**config.mk**
```make
export PLATFORM = sky130hd
export DESIGN_NAME = mem_stage_flat
export DESIGN_NICKNAME = d
export VERILOG_FILES = /design/src/rtl/mem_stage_pkg.sv /design/src/rtl/mem_stage_if.sv /design/src/rtl/mem_wb_reg.sv /design/src/rtl/mem_stage.sv /design/src/flat_wrapper.sv
export SDC_FILE = /design/constraint.sdc
export NUM_CORES = 1
export LEC_CHECK = 0
export BUFFER_PORTS_ARGS = -buffer_cell sky130_fd_sc_hd__buf_4
export CORE_MARGIN = 5
export CORE_UTILIZATION = 55
export CTS_BUF_LIST = sky130_fd_sc_hd__clkbuf_2
export DETAILED_ROUTE_END_ITERATION = 10
export GPL_ROUTABILITY_DRIVEN = 1
export PLACE_DENSITY_LB_ADDON = 0.3
export SLEW_MARGIN = 20
export SYNTH_ARGS = -nofsm -noshare
export SYNTH_HDL_FRONTEND = slang
export SYNTH_SLANG_ARGS = --single-unit
```
**constraint.sdc**
```tcl
create_clock -name clk -period 7.75 [get_ports clk]
set_input_delay 0.775 -clock clk [delete_from_list [all_inputs] [get_ports clk]]
set_output_delay 0.775 -clock clk [all_outputs]
set_load 0.01 [all_outputs]
```
**src/rtl/mem_stage_pkg.sv**
```systemverilog
// rtl/mem_stage_pkg.sv - shared state encoding, error codes and control bit indices for mem_stage
package mem_stage_pkg;

  typedef enum logic {
    ST_IDLE = 1'b0,
    ST_BUSY = 1'b1
  } state_t;

  localparam logic [1:0] ERR_NONE     = 2'b00;
  localparam logic [1:0] ERR_MISALIGN = 2'b01;
  localparam logic [1:0] ERR_TIMEOUT  = 2'b10;
  localparam logic [1:0] ERR_RW       = 2'b11;

  localparam int MEM_BRANCH  = 2;
  localparam int MEM_READ    = 1;
  localparam int MEM_WRITE   = 0;
  localparam int WB_REGWRITE = 1;
  localparam int WB_MEMTOREG = 0;

  function automatic logic is_aligned(input logic [1:0] lsb);
    return lsb == 2'b00;
  endfunction

endpackage

```
**src/rtl/mem_stage_if.sv**
```systemverilog
// rtl/mem_stage_if.sv - data memory request/ack bus between mem_stage and the memory
interface mem_stage_if #(
  parameter int N = 32
);
  logic         dmem_req;
  logic         dmem_we;
  logic [N-1:0] dmem_addr;
  logic [N-1:0] dmem_wdata;
  logic         dmem_ack;
  logic [N-1:0] dmem_rdata;

  modport master (
    output dmem_req, dmem_we, dmem_addr, dmem_wdata,
    input  dmem_ack, dmem_rdata
  );

  modport slave (
    input  dmem_req, dmem_we, dmem_addr, dmem_wdata,
    output dmem_ack, dmem_rdata
  );
endinterface

```
**src/rtl/mem_wb_reg.sv**
```systemverilog
// rtl/mem_wb_reg.sv - MEM/WB pipeline register; load captures a result, bubble clears the writeback control
module mem_wb_reg #(
  parameter int N = 32
) (
  input  logic         clk,
  input  logic         rst,
  input  logic         load,
  input  logic         bubble,
  input  logic         mem_load,
  input  logic [1:0]   wb_in,
  input  logic [N-1:0] alu_in,
  input  logic [4:0]   loadreg_in,
  input  logic [N-1:0] memdata_in,
  output logic [1:0]   wb_out,
  output logic [N-1:0] alu_out,
  output logic [4:0]   loadreg_out,
  output logic [N-1:0] memdata_out
);

  // A bubble only clears the control bits; data fields keep their last value.
  always_ff @(posedge clk or posedge rst) begin
    if (rst) begin
      wb_out      <= 2'b00;
      alu_out     <= '0;
      loadreg_out <= 5'd0;
      memdata_out <= '0;
    end else begin
      if (load) begin
        wb_out      <= wb_in;
        alu_out     <= alu_in;
        loadreg_out <= loadreg_in;
      end else if (bubble) begin
        wb_out <= 2'b00;
      end
      if (load && mem_load) begin
        memdata_out <= memdata_in;
      end
    end
  end

endmodule

```
**src/rtl/mem_stage.sv**
```systemverilog
// rtl/mem_stage.sv - pipeline MEM stage: issues one data memory access per op, stalls until ack or timeout
module mem_stage
  import mem_stage_pkg::*;
#(
  parameter int N       = 32,
  parameter int TIMEOUT = 16
) (
  input  logic         clk,
  input  logic         rst,
  input  logic [2:0]   MEM_in,
  input  logic [1:0]   WB_in,
  input  logic [N-1:0] Alu,
  input  logic [N-1:0] Writedata,
  input  logic [4:0]   loadreg,
  mem_stage_if.master  dmem,
  output logic         stall,
  output logic [1:0]   WB_out,
  output logic [N-1:0] Memdata,
  output logic [N-1:0] Alu_wb,
  output logic [4:0]   loadreg_wb,
  output logic         mem_err,
  output logic [1:0]   err_code
);

  localparam logic [7:0] CNT_LAST = 8'(TIMEOUT - 1);

  state_t       state, state_n;
  logic [7:0]   cnt;
  logic [N-1:0] addr_q, wdata_q, alu_q;
  logic         we_q;
  logic [1:0]   wb_q;
  logic [4:0]   lreg_q;

  logic         rd, wr, aligned;
  logic         latch, load, bubble, sel_q, mem_load, err_set;
  logic [1:0]   err_val;
  logic [1:0]   wb_src;
  logic [N-1:0] alu_src;
  logic [4:0]   lreg_src;

  wire unused_branch = MEM_in[MEM_BRANCH];

  assign rd      = MEM_in[MEM_READ];
  assign wr      = MEM_in[MEM_WRITE];
  assign aligned = is_aligned(Alu[1:0]);

  always_ff @(posedge clk or posedge rst) begin
    if (rst) state <= ST_IDLE;
    else     state <= state_n;
  end

  always_comb begin
    state_n  = state;
    stall    = 1'b0;
    latch    = 1'b0;
    load     = 1'b0;
    bubble   = 1'b0;
    sel_q    = 1'b0;
    mem_load = 1'b0;
    err_set  = 1'b0;
    err_val  = ERR_NONE;
    case (state)
      ST_IDLE: begin
        if (rd && wr) begin
          err_set = 1'b1;
          err_val = ERR_RW;
          bubble  = 1'b1;
        end else if (rd || wr) begin
          if (!aligned) begin
            err_set = 1'b1;
            err_val = ERR_MISALIGN;
            bubble  = 1'b1;
          end else begin
            latch   = 1'b1;
            stall   = 1'b1;
            bubble  = 1'b1;
            state_n = ST_BUSY;
          end
        end else begin
          load = 1'b1;
        end
      end
      ST_BUSY: begin
        // An ack in the final counted cycle still completes the access.
        if (dmem.dmem_ack) begin
          load     = 1'b1;
          sel_q    = 1'b1;
          mem_load = !we_q;
          state_n  = ST_IDLE;
        end else begin
          stall  = 1'b1;
          bubble = 1'b1;
          if (cnt == CNT_LAST) begin
            err_set = 1'b1;
            err_val = ERR_TIMEOUT;
            state_n = ST_IDLE;
          end
        end
      end
      default: state_n = ST_IDLE;
    endcase
    if (rst) stall = 1'b0;
  end

  always_ff @(posedge clk or posedge rst) begin
    if (rst) begin
      cnt <= 8'd0;
    end else if (latch) begin
      cnt <= 8'd0;
    end else if (state == ST_BUSY) begin
      cnt <= cnt + 8'd1;
    end
  end

  always_ff @(posedge clk or posedge rst) begin
    if (rst) begin
      addr_q  <= '0;
      wdata_q <= '0;
      alu_q   <= '0;
      we_q    <= 1'b0;
      wb_q    <= 2'b00;
      lreg_q  <= 5'd0;
    end else if (latch) begin
      addr_q  <= {Alu[N-1:2], 2'b00};
      wdata_q <= Writedata;
      alu_q   <= Alu;
      we_q    <= wr;
      wb_q    <= WB_in;
      lreg_q  <= loadreg;
    end
  end

  always_ff @(posedge clk or posedge rst) begin
    if (rst) begin
      mem_err  <= 1'b0;
      err_code <= ERR_NONE;
    end else begin
      mem_err <= err_set;
      if (err_set) err_code <= err_val;
    end
  end

  assign dmem.dmem_req   = (state == ST_BUSY);
  assign dmem.dmem_we    = (state == ST_BUSY) && we_q;
  assign dmem.dmem_addr  = addr_q;
  assign dmem.dmem_wdata = wdata_q;

  assign wb_src   = sel_q ? wb_q   : WB_in;
  assign alu_src  = sel_q ? alu_q  : Alu;
  assign lreg_src = sel_q ? lreg_q : loadreg;

  mem_wb_reg #(.N(N)) u_mem_wb (
    .clk         (clk),
    .rst         (rst),
    .load        (load),
    .bubble      (bubble),
    .mem_load    (mem_load),
    .wb_in       (wb_src),
    .alu_in      (alu_src),
    .loadreg_in  (lreg_src),
    .memdata_in  (dmem.dmem_rdata),
    .wb_out      (WB_out),
    .alu_out     (Alu_wb),
    .loadreg_out (loadreg_wb),
    .memdata_out (Memdata)
  );

endmodule

```
**src/flat_wrapper.sv**
```systemverilog
// flat-port wrapper written by rule: the top's interface ports become plain ports
module mem_stage_flat import mem_stage_pkg::*;
#(
  parameter int N       = 32,
  parameter int TIMEOUT = 16
)
  (clk, rst, MEM_in, WB_in, Alu, Writedata, loadreg, stall, WB_out, Memdata, Alu_wb, loadreg_wb, mem_err, err_code, dmem_dmem_req, dmem_dmem_we, dmem_dmem_addr, dmem_dmem_wdata, dmem_dmem_ack, dmem_dmem_rdata);
  mem_stage_if #(.N(N)) dmem_i ();
  input  logic clk;
  input  logic rst;
  input  logic [2:0] MEM_in;
  input  logic [1:0] WB_in;
  input  logic [N-1:0] Alu;
  input  logic [N-1:0] Writedata;
  input  logic [4:0] loadreg;
  output logic stall;
  output logic [1:0] WB_out;
  output logic [N-1:0] Memdata;
  output logic [N-1:0] Alu_wb;
  output logic [4:0] loadreg_wb;
  output logic mem_err;
  output logic [1:0] err_code;
  output wire logic [$bits(dmem_i.dmem_req)-1:0] dmem_dmem_req;
  output wire logic [$bits(dmem_i.dmem_we)-1:0] dmem_dmem_we;
  output wire logic [$bits(dmem_i.dmem_addr)-1:0] dmem_dmem_addr;
  output wire logic [$bits(dmem_i.dmem_wdata)-1:0] dmem_dmem_wdata;
  input wire logic [$bits(dmem_i.dmem_ack)-1:0] dmem_dmem_ack;
  input wire logic [$bits(dmem_i.dmem_rdata)-1:0] dmem_dmem_rdata;
  assign dmem_dmem_req = dmem_i.dmem_req;
  assign dmem_dmem_we = dmem_i.dmem_we;
  assign dmem_dmem_addr = dmem_i.dmem_addr;
  assign dmem_dmem_wdata = dmem_i.dmem_wdata;
  assign dmem_i.dmem_ack = dmem_dmem_ack;
  assign dmem_i.dmem_rdata = dmem_dmem_rdata;
  mem_stage #(.N(N), .TIMEOUT(TIMEOUT)) u_core (.clk(clk), .rst(rst), .MEM_in(MEM_in), .WB_in(WB_in), .Alu(Alu), .Writedata(Writedata), .loadreg(loadreg), .dmem(dmem_i), .stall(stall), .WB_out(WB_out), .Memdata(Memdata), .Alu_wb(Alu_wb), .loadreg_wb(loadreg_wb), .mem_err(mem_err), .err_code(err_code));
endmodule
```
==> impl_metrics.py <==
metrics = {
    "final_layout": {
        "design_area_sq_um": 8900,
        "drive_gt1_frac": 0.686,
        "fin_cells": 845,
        "fill_cells": 883,
        "syn2layout_area_growth_pct": 28.3,
        "fin_nets": 770,
    },
    "timing": {
        "relSlewSlack": 0.320,
        "tightest_slew_ps": 1020,
        "tns_ps": 0,
        "slew_violations": 0,
        "min_period_over_period": 0.396,
        "clock_skew_ps": 18.7,
        "hold_viol": 0,
        "setup_violations": 0,
        "min_period_ps": 3070,
        "rsz0062_at_grt": "no",
        "fmaxAchievable_mhz": 326,
    },
    "floorplan": {
        "core_sq_um": 12500,
        "dieArea_sq_um": 15000,
        "die_height_microns": 122,
        "rows": 41,
        "die_x_microns": 122,
        "floorplan.initialDensity": 0.555,
        "num_io_pins": 250,
    },
    "hold_path": {
        "hp-class": "in2async",
    },
    "yosys": {
        "async_reset_ff_frac": 1.00,
        "yosysWarnings": 0,
        "synth_flop_cell": "dfrtp_1",
        "synthCells": 443,
        "post_synth.cell_area_avg_sq_um": 15.7,
        "synth_edf_count": 0,
        "ys_ff_latch": 155,
        "synth_largest_area_cell": "dfrtp_1",
        "netlist_top_cells_count": "dfrtp_1 (155), mux2_2 (109), mux2_4 (67), buf_4 (32), nand2_1 (10)",
        "yosysSeqAreaShare": 0.559,
        "ys_types": 34,
        "syn-cell-area_sq_um": 6940,
        "synthTopCellsByArea": "dfrtp_1 (56%), mux2_2 (18%), mux2_4 (14%), buf_4 (3.5%), buf_12 (2.0%)",
        "yosysMostFrequentCell": "dfrtp_1",
        "post-synth-top-area-fraction": 0.559,
    },
    "global_route": {
        "grt_pass1_vias": 4741,
        "grt_start_max_net_pins": 99,
        "grt_pass1_wl_mm": 24.6,
        "grt_use_total": 0.214,
        "grt-ovfl-total": 0,
        "antenna_found_initial": 1,
    },
    "drt": {
        "vias": 4333,
        "routed_wl_mm": 15.7,
        "drtIter0Drc": 164,
        "dr.pass1.iters": 4,
        "vias_per_cell": 5.13,
        "ant_nets": 0,
        "route.detailed.drc": 0,
        "post_drt_wl_per_cell_microns": 18.6,
    },
    "critical_path": {
        "cp_slowest_cell": "buf_4",
        "cp_slowest_stage_delay_ps": 720,
        "required_ps": 8360,
        "endpoint_kind": "flip-flop",
        "crit_arrival_ps": 3680,
        "critical_path_class": "reg2reg",
        "cp_max_fo": 40,
        "cp-start-kind": "flip-flop",
        "path_cells": "or3_1 > nor2_8 > buf_4 > mux2_2",
    },
    "place": {
        "numPortBuffers": 246,
        "place_area_sq_um": 8600,
        "gp_congestion": 0.803,
        "dpl.hpwl_mm": 11.5,
        "dp_cells": 813,
    },
    "run_status": {
        "status": "completed",
    },
    "clocking": {
        "cts_buffers": 17,
        "holdBufCountCts": 0,
        "clk_path_buf_depth": 2,
        "cts_resized": 0,
        "cts_tree": "done",
        "post_cts_buffers": 0,
        "cts.htree.levels": 4,
        "clk_pin_slew_ps": 200,
        "clock_latency_ps": 710,
        "cts_num_sinks": 155,
        "root_buffer": "clkbuf_2",
    },
    "run": {
        "timing.max_cap.violations": 0,
    },
    "power_and_ir_drop": {
        "p_per_area_nw_per_um2": 298,
        "ir_drop_v": 0.000165,
        "leakagePower_uw": 0.00436,
    },
}
==> logic make-up (layout without fill, tap and decap cells) <==
kind of cell               Yosys count  after routing  synth area share
DFF                                155            155             0.559
buffers and inverters               57            284            0.0672
AOI/OAI and AO/OA                   17             17            0.0157
adders and majority gates            1              1           0.00180
other                                1              4          0.000540
and+or+nand+nor                     30             30            0.0247
muxes                              181            181             0.329
xor gates and xnor gates             1              1           0.00234
==> metal layers <==
| layer | vias to the layer above | part of all wire | global-route usage |
|---|---|---|---|
| met5 | - | 0 | 0 |
| met4 | 0 | 0.021 | 0.0791 |
| met3 | 24 | 0.095 | 0.0811 |
| met2 | 174 | 0.51 | 0.363 |
| met1 | 2173 | 0.38 | 0.246 |
| li1 | 1962 | - | - |
==> worst max-delay path: cells and delay by family, from the launching register on <==
family / cells / cell delay [ps]
and+or+nand+nor: 2 / 1210
buffers and inverters: 1 / 720
DFF: 1 / 590
muxes: 1 / 410
==> worst paths after layout <==
kind	from	end	slack, ps	depth (start not counted)
worst max-delay path	u_core.dmem.dmem_req	u_core.we_q	4680	4
worst min register to register	u_core.cnt[7]	u_core.cnt[7]	480	1
max in group asynchronous	rst	u_core.u_mem_wb.wb_out[0]	6240	3
worst max register to register	u_core.dmem.dmem_req	u_core.we_q	4680	4
worst min-delay path	rst	u_core.u_mem_wb.memdata_out[22]	230	2
min in group clk	dmem_dmem_rdata[23]	u_core.u_mem_wb.memdata_out[23]	270	2
==> stage by stage <==
step	total power [uW]	hold slack, ps	setup slack [ps]	util
finish	2650	229	4680	0.711
global route	2800	166	4570	0.711
CTS	2690	166	4670	0.711
detailed placement	2150	466	4330	0.687
global placement	2100	457	4380	0.687
floorplan	1710	432	2800	-
==> placed cells by master (no fill, tap or decap), drive strengths merged, types with 3 or more instances in the layout <==
| cell type | Yosys | routed |
|---|---|---|
| dfrtp | 155 | 155 |
| nand4 | 4 | 4 |
| nand2 | 10 | 10 |
| o21ai | 6 | 6 |
| inv | 4 | 4 |
| clkbuf | 4 | 20 |
| mux2i | 4 | 4 |
| nor2 | 3 | 3 |
| buf | 49 | 250 |
| a21oi | 3 | 3 |
| clkinv | 0 | 4 |
| nor3 | 3 | 3 |
| bufinv | 0 | 6 |
| mux2 | 177 | 177 |
==> area by class of cell <==
| class | instances | area [sq um] | share of cell area |
|---|---|---|---|
| flip-flops and latches | 155 | 3880 | 0.436 |
| multi-input cells | 232 | 2610 | 0.293 |
| repair buffers | 250 | 1880 | 0.211 |
| well taps | 172 | 215 | 0.0242 |
| clock inverters | 10 | 198 | 0.0222 |
| clock buffers | 20 | 100 | 0.0112 |
| inverters | 4 | 20.0 | 0.00225 |
| diodes | 2 | 5.00 | 0.000562 |
==> sequential cells by signal, summed over array words and instances (netlist names), 2 cells and up <==
name,count
u_core.alu_q,31
u_core.wb_q,2
u_core.err_code,2
u_core.u_mem_wb.memdata_out,32
u_core.dmem.dmem_wdata,32
u_core.cnt,8
u_core.lreg_q,5
u_core.u_mem_wb.loadreg_out,5
u_core.u_mem_wb.wb_out,2
u_core.u_mem_wb.alu_out,32
==> report_power, final <==
part | switching [uW] | internal, uW | total, uW
Sequential | 156 | 1040 | 1200
Clock | 260 | 274 | 534
Combinational | 351 | 565 | 916
Power figures use the tool's default switching activity.
